$ cat config.mk
export PLATFORM = sky130hd
export DESIGN_NAME = vx_gbar_unit
export DESIGN_NICKNAME = d
export VERILOG_FILES = /design/src/rtl/vx_gbar_unit.sv
export SDC_FILE = /design/constraint.sdc
export NUM_CORES = 1
export LEC_CHECK = 0
export BUFFER_PORTS_ARGS = -buffer_cell sky130_fd_sc_hd__buf_2
export CORE_MARGIN = 2
export CORE_UTILIZATION = 50
export CTS_CLUSTER_DIAMETER = 60
export DETAILED_ROUTE_END_ITERATION = 7
export GPL_TIMING_DRIVEN = 0
export PLACE_DENSITY = 0.66
export SYNTH_ARGS = -nofsm -noshare
export SYNTH_HDL_FRONTEND = slang
export SYNTH_SLANG_ARGS = --single-unit
$ cat constraint.sdc
create_clock -name clk -period 12.3 [get_ports clk]
set_clock_uncertainty 0.05 [all_clocks]
set_input_delay 1.23 -clock clk [delete_from_list [all_inputs] [get_ports clk]]
set_output_delay 1.23 -clock clk [all_outputs]
set_load 0.02 [all_outputs]
$ cat src/rtl/vx_gbar_unit.sv
// ============================================================================
//  Module   : vx_gbar_unit
//  Brief    : Cluster-level global barrier unit. It tracks arrivals for each
//             barrier ID and emits a one-cycle broadcast release.
//             Optional perf counters are enabled by defining VX_GBAR_PERF_EN.
//  Revision : 1.0  initial release
// ============================================================================
`default_nettype none

module vx_gbar_unit #(
   parameter int NUM_BARRIERS = 16,
   parameter int NUM_CORES    = 8,
   parameter int ID_W         = $clog2(NUM_BARRIERS),
   parameter int CORE_W       = $clog2(NUM_CORES)
) (
   input  logic              clk,
   input  logic              reset,
   input  logic              req_valid,
   input  logic [ID_W-1:0]   req_id,
   input  logic [CORE_W-1:0] req_size_m1,
   input  logic [CORE_W-1:0] req_core_id,
   output logic              req_ready,
   output logic              rsp_valid,
   output logic [ID_W-1:0]   rsp_id,
   output logic              err_dup,
   output logic              err_size
`ifdef VX_GBAR_PERF_EN
   ,
   output logic [31:0]       perf_releases,
   output logic [31:0]       perf_wait_cycles
`endif
);

   localparam int CNT_W = CORE_W + 1;

   // A barrier is in GATHER exactly when its arrival mask is non-zero, so the
   // mask itself encodes the IDLE/GATHER state.
   logic [NUM_CORES-1:0] arr_mask    [NUM_BARRIERS];
   logic [CORE_W-1:0]    arr_size_m1 [NUM_BARRIERS];

   logic [NUM_CORES-1:0] cur_mask;
   logic [NUM_CORES-1:0] core_bit;
   logic [NUM_CORES-1:0] new_mask;
   logic [CORE_W-1:0]    stored_size;
   logic [CORE_W-1:0]    size_eff;
   logic [CNT_W-1:0]     target_cnt;
   logic                 idle;
   logic                 dup;
   logic                 core_oor;
   logic                 fire;
   logic                 accept;
   logic                 any_gather;

   function automatic logic [CNT_W-1:0] popcount(input logic [NUM_CORES-1:0] v);
      logic [CNT_W-1:0] cnt;
      cnt = '0;
      for (int i = 0; i < NUM_CORES; i++) begin
         cnt = cnt + CNT_W'(v[i]);
      end
      return cnt;
   endfunction

   always_comb begin
      cur_mask    = arr_mask[req_id];
      stored_size = arr_size_m1[req_id];
      core_bit    = '0;
      for (int i = 0; i < NUM_CORES; i++) begin
         core_bit[i] = (int'(req_core_id) == i);
      end
      core_oor   = (int'(req_core_id) >= NUM_CORES);
      idle       = (cur_mask == '0);
      dup        = |(cur_mask & core_bit);
      new_mask   = cur_mask | core_bit;
      size_eff   = idle ? req_size_m1 : stored_size;
      target_cnt = {1'b0, size_eff} + CNT_W'(1);
      fire       = (popcount(new_mask) == target_cnt);
      accept     = req_valid && req_ready;
   end

   always_comb begin
      any_gather = 1'b0;
      for (int b = 0; b < NUM_BARRIERS; b++) begin
         any_gather = any_gather | (|arr_mask[b]);
      end
   end

   always_ff @(posedge clk) begin
      if (reset) begin
         for (int b = 0; b < NUM_BARRIERS; b++) begin
            arr_mask[b]    <= '0;
            arr_size_m1[b] <= '0;
         end
         req_ready <= 1'b0;
         rsp_valid <= 1'b0;
         rsp_id    <= '0;
         err_dup   <= 1'b0;
         err_size  <= 1'b0;
      end else begin
         req_ready <= 1'b1;
         rsp_valid <= accept && !core_oor && fire;
         if (accept) begin
            if (core_oor || dup) begin
               err_dup <= 1'b1;
            end
            // Out-of-range cores are dropped without touching barrier state.
            if (!core_oor) begin
               if (!idle && (req_size_m1 != stored_size)) begin
                  err_size <= 1'b1;
               end
               if (idle) begin
                  arr_size_m1[req_id] <= req_size_m1;
               end
               arr_mask[req_id] <= fire ? '0 : new_mask;
               if (fire) begin
                  rsp_id <= req_id;
               end
            end
         end
      end
   end

`ifdef VX_GBAR_PERF_EN
   always_ff @(posedge clk) begin
      if (reset) begin
         perf_releases    <= '0;
         perf_wait_cycles <= '0;
      end else begin
         if (rsp_valid) begin
            perf_releases <= perf_releases + 32'd1;
         end
         if (any_gather) begin
            perf_wait_cycles <= perf_wait_cycles + 32'd1;
         end
      end
   end
`else
   logic unused_gather;
   assign unused_gather = any_gather;
`endif

endmodule

`default_nettype wire

==> results.toml, run 1 <==
[yosys]
synth_top_area_cell = "edfxtp_1"
yosys.area_share.xor_xnor = 0.00850
yosys.cell_count.top_type = "edfxtp_1"
synthFlopType = "edfxtp_1"
ys_top_cells_by_area = "edfxtp_1 (57%), nor3_2 (12%), mux4_2 (11%), nand2_1 (2.5%), nor2_1 (2.2%)"
synth.avg_cell_area_sq_um = 14.3
syn-cell-area_sq_um = 9280
ys_ff_latch = 184
synthTopCellsByCount = "edfxtp_1 (176), nor3_2 (110), nand2_1 (63)"
synthCells = 649
syn-num-nets = 670
yosys-mux-area-fraction = 0.117
synth_edf_count = 176
synth-simple-area-share = 0.190
ys_types = 40
synth_compound_area_frac = 0.0394
synthAdderAreaFrac = 0.0140
ys_warn_count = 0
synth_top_area_frac = 0.570
async_reset_ff_frac = 0
yosysSeqAreaShare = 0.587
synth_top_family_by_area = "simple AND/OR/NAND/NOR gates"

[drt]
first_iter_violations = 587
vias_per_cell = 6.23
routed-via-count = 5762
wl_per_cell_um = 24.5
antenna_left = 0
wl_um = 22700
met2_length_um = 11000
remaining_drc_errors = 0
top_layer = "met4"
dr_wl_met3_um = 1610
first_pass_iters = 5
wl_met1_um = 9540

[placement]
dpl.hpwl_um = 16300
dpl.cell_count = 893
portBuffers = 15
place.gp.congestion = 0.974
dpl_worst_slack_ns = 3.99

[setup_path]
crit_arrival_ns = 7.95
start_kind = "input pin"
worst-path-buf-inv = 8
critPathRequiredTime_ns = 12.39
worstSetupPathType = "input pin to register"
slowest_delay_ns = 0.98
critPathTopFamily = "adder cells"
cp_common_cell = "fa_1"
crit_path_cell_trace = "clkbuf_1 -> buf_4 -> mux4_2 -> a22oi_1 -> nand2_1 -> a31oi_1 -> clkbuf_1 -> inv_1 -> fa_1 -> inv_1 -> fa_1 -> fa_1 -> inv_1 -> ha_1 -> fa_1 -> xnor2_1 -> o311ai_2 -> nor2b_4 -> buf_6 -> buf_6 -> nor3_2"
critPathCaptureType = "register"
critPathSlowestCell = "a31oi_1"
crit_fanout = 10

[cts]
cts_setup_buffers = 0
htreeDepth = 4
numCtsBuffers = 17
hold_buffers = 0
clock_sinks = 184
postCtsResizedCells = 0
clock_path_buffers = 2
worst_skew_pair.late_latency_ns = 0.44
cts_tree = "done"
clock-root-buffer = "clkbuf_16"
path_clk_slew_ns = 0.07

[job]
maxCapViolations = 0

[die]
die_area_sq_um = 19700
row_count = 49
ios = 21
die_w_um = 140
die_y_um = 140
coreArea_sq_um = 18100
start_util = 0.513

[timing]
period_share = 0.639
rsz0062_at_grt = "no"
drv_slew = 0
fmax_mhz = 127
tightest_slew_ns = 1.32
setup_violations = 0
slew_headroom = 0.118
hold_viol_final = 0
fin_setup_tns_ns = 0
period_needed_ns = 7.85
fin_ws_ns = 4.45

[finish]
syn_to_final_growth_pct = 11.0
drive_gt1_frac = 0.329
nets = 704
diodes = 0
final_cells = 925

[global_routing]
grt_pass1_vias = 5911
grt_overflow = 0
grt_max_degree = 18
grt_pass1_wl_um = 35100
antenna_found_initial = 0
track_usage = 0.244

[pwr]
power.leakage_nw = 3.34
peakVddDrop_v = 0.000122
powerDensity_nw_per_um2 = 178

[hold_path]
hold_path.class = "register to register"

[outcome]
outcome = "finished, final reports clean"
## per-stage QoR
step	power [mW]	util	instance area, sq um	hold WS (ns)
finish	1.84	0.569	10300	0.417
global route	1.90	0.569	10300	0.451
CTS	1.84	0.569	10300	0.418
detailed placement	1.23	0.533	9640	0.403
global placement	1.22	0.533	9640	0.394
floorplan	1.11	-	9280	0.483
## worst paths after layout
path	end	start	slack, ns	depth (start not counted)
setup / recovery	arr_mask[12][3]	req_id[0]	4.45	21
hold / removal	rsp_id[0]	rsp_id[0]	0.42	2
setup reg to reg	arr_mask[12][3]	arr_mask[3][3]	5.45	19
hold reg to reg	rsp_id[0]	rsp_id[0]	0.42	2
## power by group
group / switching (mW) / internal (mW) / total, mW
logic: 0.346 / 0.160 / 0.506
clock network: 0.250 / 0.366 / 0.616
registers: 0.00752 / 0.709 / 0.716
total: 0.604 / 1.23 / 1.84
## worst reg2reg max path: cells and delay by family (launching register included)
| family | cells | cell delay [ns] |
|---|---|---|
| AND/OR/NAND/NOR | 3 | 0.42 |
| multiplexers | 1 | 0.48 |
| flip-flops | 1 | 0.39 |
| AO/OA/AOI/OAI | 3 | 1.41 |
| adder cells (fa/ha/maj) | 5 | 2.34 |
| buffers and inverters | 6 | 1.34 |
| XOR/XNOR | 1 | 0.14 |
## layout by cell type (no fill, tap or decap), types with 7 or more instances in the layout
cell type  synthesis  routed
nand2_1           63      63
buf_6             14      14
nor2_1            55      55
mux4_2            45      45
buf_2              3      18
inv_1             12      12
dfxtp_1            8       8
buf_1             20      20
clkbuf_1          25      25
nor3_2           110     110
mux2i_1            7       7
o21ai_0           17      17
nor3_1            19      19
edfxtp_1         176     176
a31oi_1            8       8
clkbuf_16          0      17
a22oi_1           20      20
## registers in the layout (all words and copies together), names as in the netlist
signal       cells
err_size         1
rsp_valid        1
rsp_id           4
arr_mask       128
req_ready        1
arr_size_m1     48
err_dup          1
## metal layers
metal,up-vias,global-route usage
met5,-,0
met4,0,0.0872
met3,45,0.0499
met2,259,0.388
met1,2929,0.338
li1,2529,-
## cell families (layout without fill, tap and decap cells)
family,Yosys count,count (layout)
AOI/OAI and AO/OA,56,56
xor gates and xnor gates,9,9
adders and majority gates,8,8
buffers and inverters,78,125
DFF,184,184
muxes,52,52
and+or+nand+nor,262,262
## layout make-up
class | instances | area [sq um]
clock inverter | 15 | 236
clock buffer | 17 | 425
timing repair buffer | 15 | 75.1
buffer | 65 | 364
fill | 1388 | 7790
tap | 229 | 287
inverter | 13 | 48.8
multi-input combinational | 387 | 3420
sequential | 184 | 5450
(Power assumes the default switching activity.)
==> run 2: changes to the inputs <==
- PLACE_DENSITY: 0.66 -> 0.69
- clock period: 12.3 -> 6.4 ns (I/O delays scaled with it)
==> run 2 against run 1 <==
Worst setup slack worse by 4.2 ns. Final cell count up 0.32%. Largest cell class unchanged. Critical endpoint is now arr_mask[13][4]. Combinational power grew 93%. Flip-flop and latch count did not move. Highest routed layer unchanged.
==> results.toml, run 2 (same netlist as run 1, synthesis figures left out) <==
[setup_path]
crit_path_cell_trace = "clkbuf_1 -> buf_4 -> mux4_2 -> a22oi_1 -> nand2_1 -> a31oi_2 -> clkbuf_1 -> fa_1 -> fa_1 -> inv_1 -> ha_1 -> fa_1 -> xnor2_1 -> o311ai_2 -> nor2b_4 -> buf_6 -> buf_6 -> nor3_2"
ff2ff_path_depth = 16
critPathRequiredTime_ns = 6.50
critPathCaptureType = "register"
cp_common_cell = "fa_1"
slowest_delay_ns = 0.69
crit_fanout = 10
critPathSlowestCell = "clkbuf_1"
worst-path-buf-inv = 6
worstSetupPathType = "input pin to register"
path_depth = 18
start_kind = "input pin"
crit_arrival_ns = 6.26
critPathTopFamily = "adder cells"

[finish]
max_flop_register = "arr_mask"
drive_gt1_frac = 0.338
diodes = 0
layout_common_cells = "edfxtp_1 (176), nor3_2 (110), nand2_1 (63)"
largest_reg_flops = 128
top_regs = "arr_mask x128, arr_size_m1 x48, rsp_id x4"
utilization = 0.569
nets = 707
syn_to_final_growth_pct = 10.9
n_fill_cell = 1410
layout_commonest_cell = "edfxtp_1"
regArea_sq_um = 5450
multi_input_area_sq_um = 3470

[hold_path]
whs_path_depth = 2
hold_path.class = "input pin to register"

[timing]
fmax_mhz = 162
fin_setup_tns_ns = 0
period_share = 0.963
drv_slew = 0
slew_headroom = 0.217
setup_violations = 0
hold_viol_final = 0
rsz0062_at_grt = "no"
tightest_slew_ns = 1.17
period_needed_ns = 6.16

[pwr]
peakVddDrop_v = 0.000203
power.leakage_nw = 3.33
powerDensity_nw_per_um2 = 327

[die]
ios = 21
start_util = 0.513
die_y_um = 140
die_area_sq_um = 19700
row_count = 49
die_w_um = 140
coreArea_sq_um = 18100

[placement]
place.gp.congestion = 0.973
portBuffers = 15
dpl.hpwl_um = 16100

[global_routing]
track_usage = 0.240
grt_pass1_vias = 5963
grt_pass1_wl_um = 34700
grt_overflow = 0
grt_max_degree = 17
antenna_found_initial = 0

[drt]
first_iter_violations = 549
remaining_drc_errors = 0
vias_per_cell = 6.17
wl_per_cell_um = 24.2
antenna_left = 0
first_pass_iters = 5
wl_um = 22500
routed-via-count = 5727

[cts]
cts_tree = "done"
path_clk_slew_ns = 0.06
worst_skew_pair.late_latency_ns = 0.44
clock_sinks = 184
numCtsBuffers = 17
htreeDepth = 4
clock_path_buffers = 2
clock-root-buffer = "clkbuf_16"

[outcome]
outcome = "finished, final reports clean"

[job]
maxCapViolations = 0
[run 2: cell count changes in the layout (fill, tap and decap cells not counted), moves of 3 or more]
cell | before | now
inv_6 | 6 | 1
bufinv_16 | 5 | 2
clkinv_1 | 0 | 5
a31oi_1 | 8 | 4
buf_4 | 3 | 7
clkbuf_4 | 0 | 3
clkinv_2 | 0 | 3
clkbuf_1 | 25 | 21
[run 2: area by class of cell]
| cell class | instances | share of cell area |
|---|---|---|
| Tap cell | 229 | 0.0278 |
| Timing Repair Buffer | 18 | 0.00948 |
| Multi-Input combinational cell | 387 | 0.337 |
| Sequential cell | 184 | 0.529 |
| Clock buffer | 17 | 0.0413 |
| Inverter | 13 | 0.00474 |
| Buffer | 65 | 0.0368 |
| Clock inverter | 15 | 0.0131 |
[run 2: final timing paths]
path	startpoint	end	slack (ns)
max reg2reg	arr_mask[2][5]	arr_mask[13][4]	0.67
max	req_id[0]	arr_mask[13][4]	0.24
min reg2reg	rsp_id[2]	rsp_id[2]	0.42
min	reset	err_size	0.38
[run 2: timing repair]
| action | 4_1_cts | 5_1_grt |
|---|---|---|
| hold buffers | 0 | 0 |
| buffers inserted | 0 | 3 |
| endpoints found under the hold margin | 0 | 0 |
| setup endpoints to repair | 133 | 132 |
| gates resized for setup | 8 | 9 |
[run 2: where the power goes]
group / switching [mW] / internal [mW]
Clock: 0.447 / 0.567
Sequential: 0.0154 / 1.36
Combinational: 0.663 / 0.313
Total: 1.13 / 2.24
[run 2: worst reg2reg max path: stages (launching register included)]
cell	delay (ns)
edfxtp_1	0.37
mux4_2	0.47
a22oi_1	0.25
nand2_1	0.20
a31oi_2	0.56
clkbuf_1	0.69
fa_1	0.56
fa_1	0.50
inv_1	0.04
ha_1	0.21
fa_1	0.57
xnor2_1	0.14
o311ai_2	0.18
nor2b_4	0.18
buf_6	0.20
buf_6	0.21
nor3_2	0.06
[run 2: per-layer routing]
| layer | wire (um) | vias up | global-route usage |
|---|---|---|---|
| met5 | 0 | - | 0 |
| met4 | 649 | 0 | 0.0920 |
| met3 | 1520 | 38 | 0.0421 |
| met2 | 11000 | 245 | 0.387 |
| met1 | 9250 | 2906 | 0.330 |
| li1 | - | 2538 | - |
[run 2: metrics by stage]
step	hold slack (ns)	setup WS [ns]	instances	cell area (sq um)	power, mW
6_report	0.378	0.239	928	10300	3.37
2_1_floorplan	0.483	0.0600	649	9290	2.13
3_5_place_dp	0.412	-0.935	893	9650	2.36
3_3_place_gp	0.393	-0.864	893	9650	2.33
5_1_grt	0.374	0.000428	928	10300	3.48
4_1_cts	0.368	0.00514	925	10200	3.35
==> run 3: changes to the inputs <==
- PLACE_DENSITY: 0.69 -> 0.72
- SKIP_CTS_REPAIR_TIMING: unset -> 1
==> run 3 against run 2 <==
First-iteration DRC count grew 2.6%. Register-to-register slack improved by 0.02 ns. Critical endpoint is now arr_mask[12][4]. Largest cell class unchanged. Flip-flop and latch count stayed put. Clock power is essentially flat.
==> results.toml, run 3 (same netlist as run 1, synthesis figures left out) <==
[timing]
fin_ws_ns = 0.277
hold_viol_final = 0
period_needed_ns = 6.12
slew_headroom = 0.177
fin_setup_tns_ns = 0
hold_ws_ns = 0.400
fmax_mhz = 163
tightest_slew_ns = 1.23
drv_slew = 0
setup_violations = 0
period_share = 0.957

[pwr]
peakVddDrop_v = 0.000221
clkPwrFrac = 0.299
powerDensity_nw_per_um2 = 326
power_mw = 3.36
comb_power_share = 0.291
p_int_mw = 2.22
power.switching_mw = 1.14
power.leakage_nw = 3.32
p_seq_frac = 0.411
swShare = 0.340

[setup_path]
worstSetupPathType = "input pin to register"
critPathCaptureType = "register"
ff2ff_path_depth = 19
startpoint = "req_id[0]"
start_kind = "input pin"
critPathRequiredTime_ns = 6.50
r2r-start = "arr_mask[0][0]"
rrSetupSlack_ns = 0.69
crit_fanout = 10
crit_arrival_ns = 6.22
regToRegEndpoint = "arr_mask[12][4]"

[drt]
wl_um = 22000
first_iter_violations = 563
first_pass_iters = 7
vias_per_cell = 6.15
antenna_left = 0
wl_per_cell_um = 23.7
remaining_drc_errors = 0
routed-via-count = 5702

[finish]
layout_common_cells = "edfxtp_1 (176), nor3_2 (110), nand2_1 (63)"
max_flop_register = "arr_mask"
layout_commonest_cell = "edfxtp_1"
multi_input_area_sq_um = 3470
diodes = 0
largest_reg_flops = 128
n_fill_cell = 1406
top_regs = "arr_mask x128, arr_size_m1 x48, rsp_id x4"
nets = 706
drive_gt1_frac = 0.344
syn_to_final_growth_pct = 10.9
regArea_sq_um = 5450

[cts]
clock_sinks = 184
htreeDepth = 4
clock_path_buffers = 2
worst_skew_pair.late_latency_ns = 0.44
path_clk_slew_ns = 0.07
clock-root-buffer = "clkbuf_16"
cts_tree = "done"
numCtsBuffers = 17

[global_routing]
grt_pass1_vias = 5808
grt_max_degree = 17
track_usage = 0.236
grt_overflow = 0
antenna_found_initial = 0
grt_pass1_wl_um = 34000

[die]
start_util = 0.513
die_y_um = 140
die_w_um = 140
coreArea_sq_um = 18100
ios = 21
die_area_sq_um = 19700
row_count = 49

[job]
maxCapViolations = 0

[outcome]
outcome = "finished, final reports clean"

[placement]
dpl.hpwl_um = 15900
portBuffers = 15
place.gp.congestion = 0.942
dpl_worst_slack_ns = -0.844

[hold_path]
whs_path_depth = 2
holdPathEnd = "err_size"
hold_path.class = "input pin to register"
hp-start = "reset"
run 3: cell count changes in the layout (fill, tap and decap cells not counted):
cell        previous run  this run
clkinv_1               5         0
inv_6                  1         2
clkinv_4               2         4
buf_6                 14        17
clkbuf_2               1         2
clkinvlp_4             2         4
bufinv_16              2         1
buf_4                  7         3
run 3: layout make-up:
| class | instances | share of cell area |
|---|---|---|
| well taps | 229 | 0.0278 |
| flip-flops and latches | 184 | 0.529 |
| clock inverters | 14 | 0.0124 |
| repair buffers | 17 | 0.00875 |
| inverters | 13 | 0.00474 |
| plain buffers | 65 | 0.0381 |
| multi-input cells | 387 | 0.337 |
| clock buffers | 18 | 0.0417 |
run 3: per-layer routing:
layer / global-route usage / wire length, um / vias to the layer above
met5: 0 / 0 / -
met4: 0.0941 / 538 / 0
met3: 0.0417 / 1500 / 40
met2: 0.379 / 10800 / 243
met1: 0.324 / 9190 / 2879
li1: - / - / 2540
run 3: worst max-delay path by stage:
stage	to	slack, ns	cells past startpoint
4_1_cts	arr_mask[12][4]	-0.46	21
2_1_floorplan	arr_mask[10][5]	0.06	21
5_1_grt	arr_mask[12][2]	-0.004	21
3_3_place_gp	arr_mask[12][4]	-0.84	21
6_report	arr_mask[12][4]	0.28	21
3_5_place_dp	arr_mask[8][5]	-0.84	21
run 3: critical path, cell delays in order:
cell and delay [ns]:
clkbuf_1 0.26, buf_6 0.26, mux4_2 0.52, a22oi_1 0.26, nand2_1 0.18, a21oi_4 0.35, clkbuf_4 0.34, inv_1 0.08
fa_1 0.48, inv_1 0.05, fa_1 0.49, fa_1 0.52, inv_1 0.05, ha_1 0.21, fa_1 0.58, xnor2_1 0.14
o311ai_2 0.18, nor2b_4 0.18, buf_6 0.19, buf_6 0.21, nor3_2 0.05
run 3: power groups by stage:
stage	combinational [mW]	sequential [mW]	clock [mW]
after floorplan	0.727	1.40	0
after global placement	0.928	1.40	0
after detailed placement	0.946	1.40	0
after CTS	0.953	1.38	1.00
after global routing	1.03	1.38	1.05
final	0.975	1.38	1.00
run 3: stage by stage:
stage / util / std cells / cell area (sq um)
final: 0.569 / 927 / 10300
after global routing: 0.569 / 927 / 10300
after CTS: 0.564 / 925 / 10200
after detailed placement: 0.534 / 893 / 9650
after global placement: 0.534 / 893 / 9650
after floorplan: - / 649 / 9290
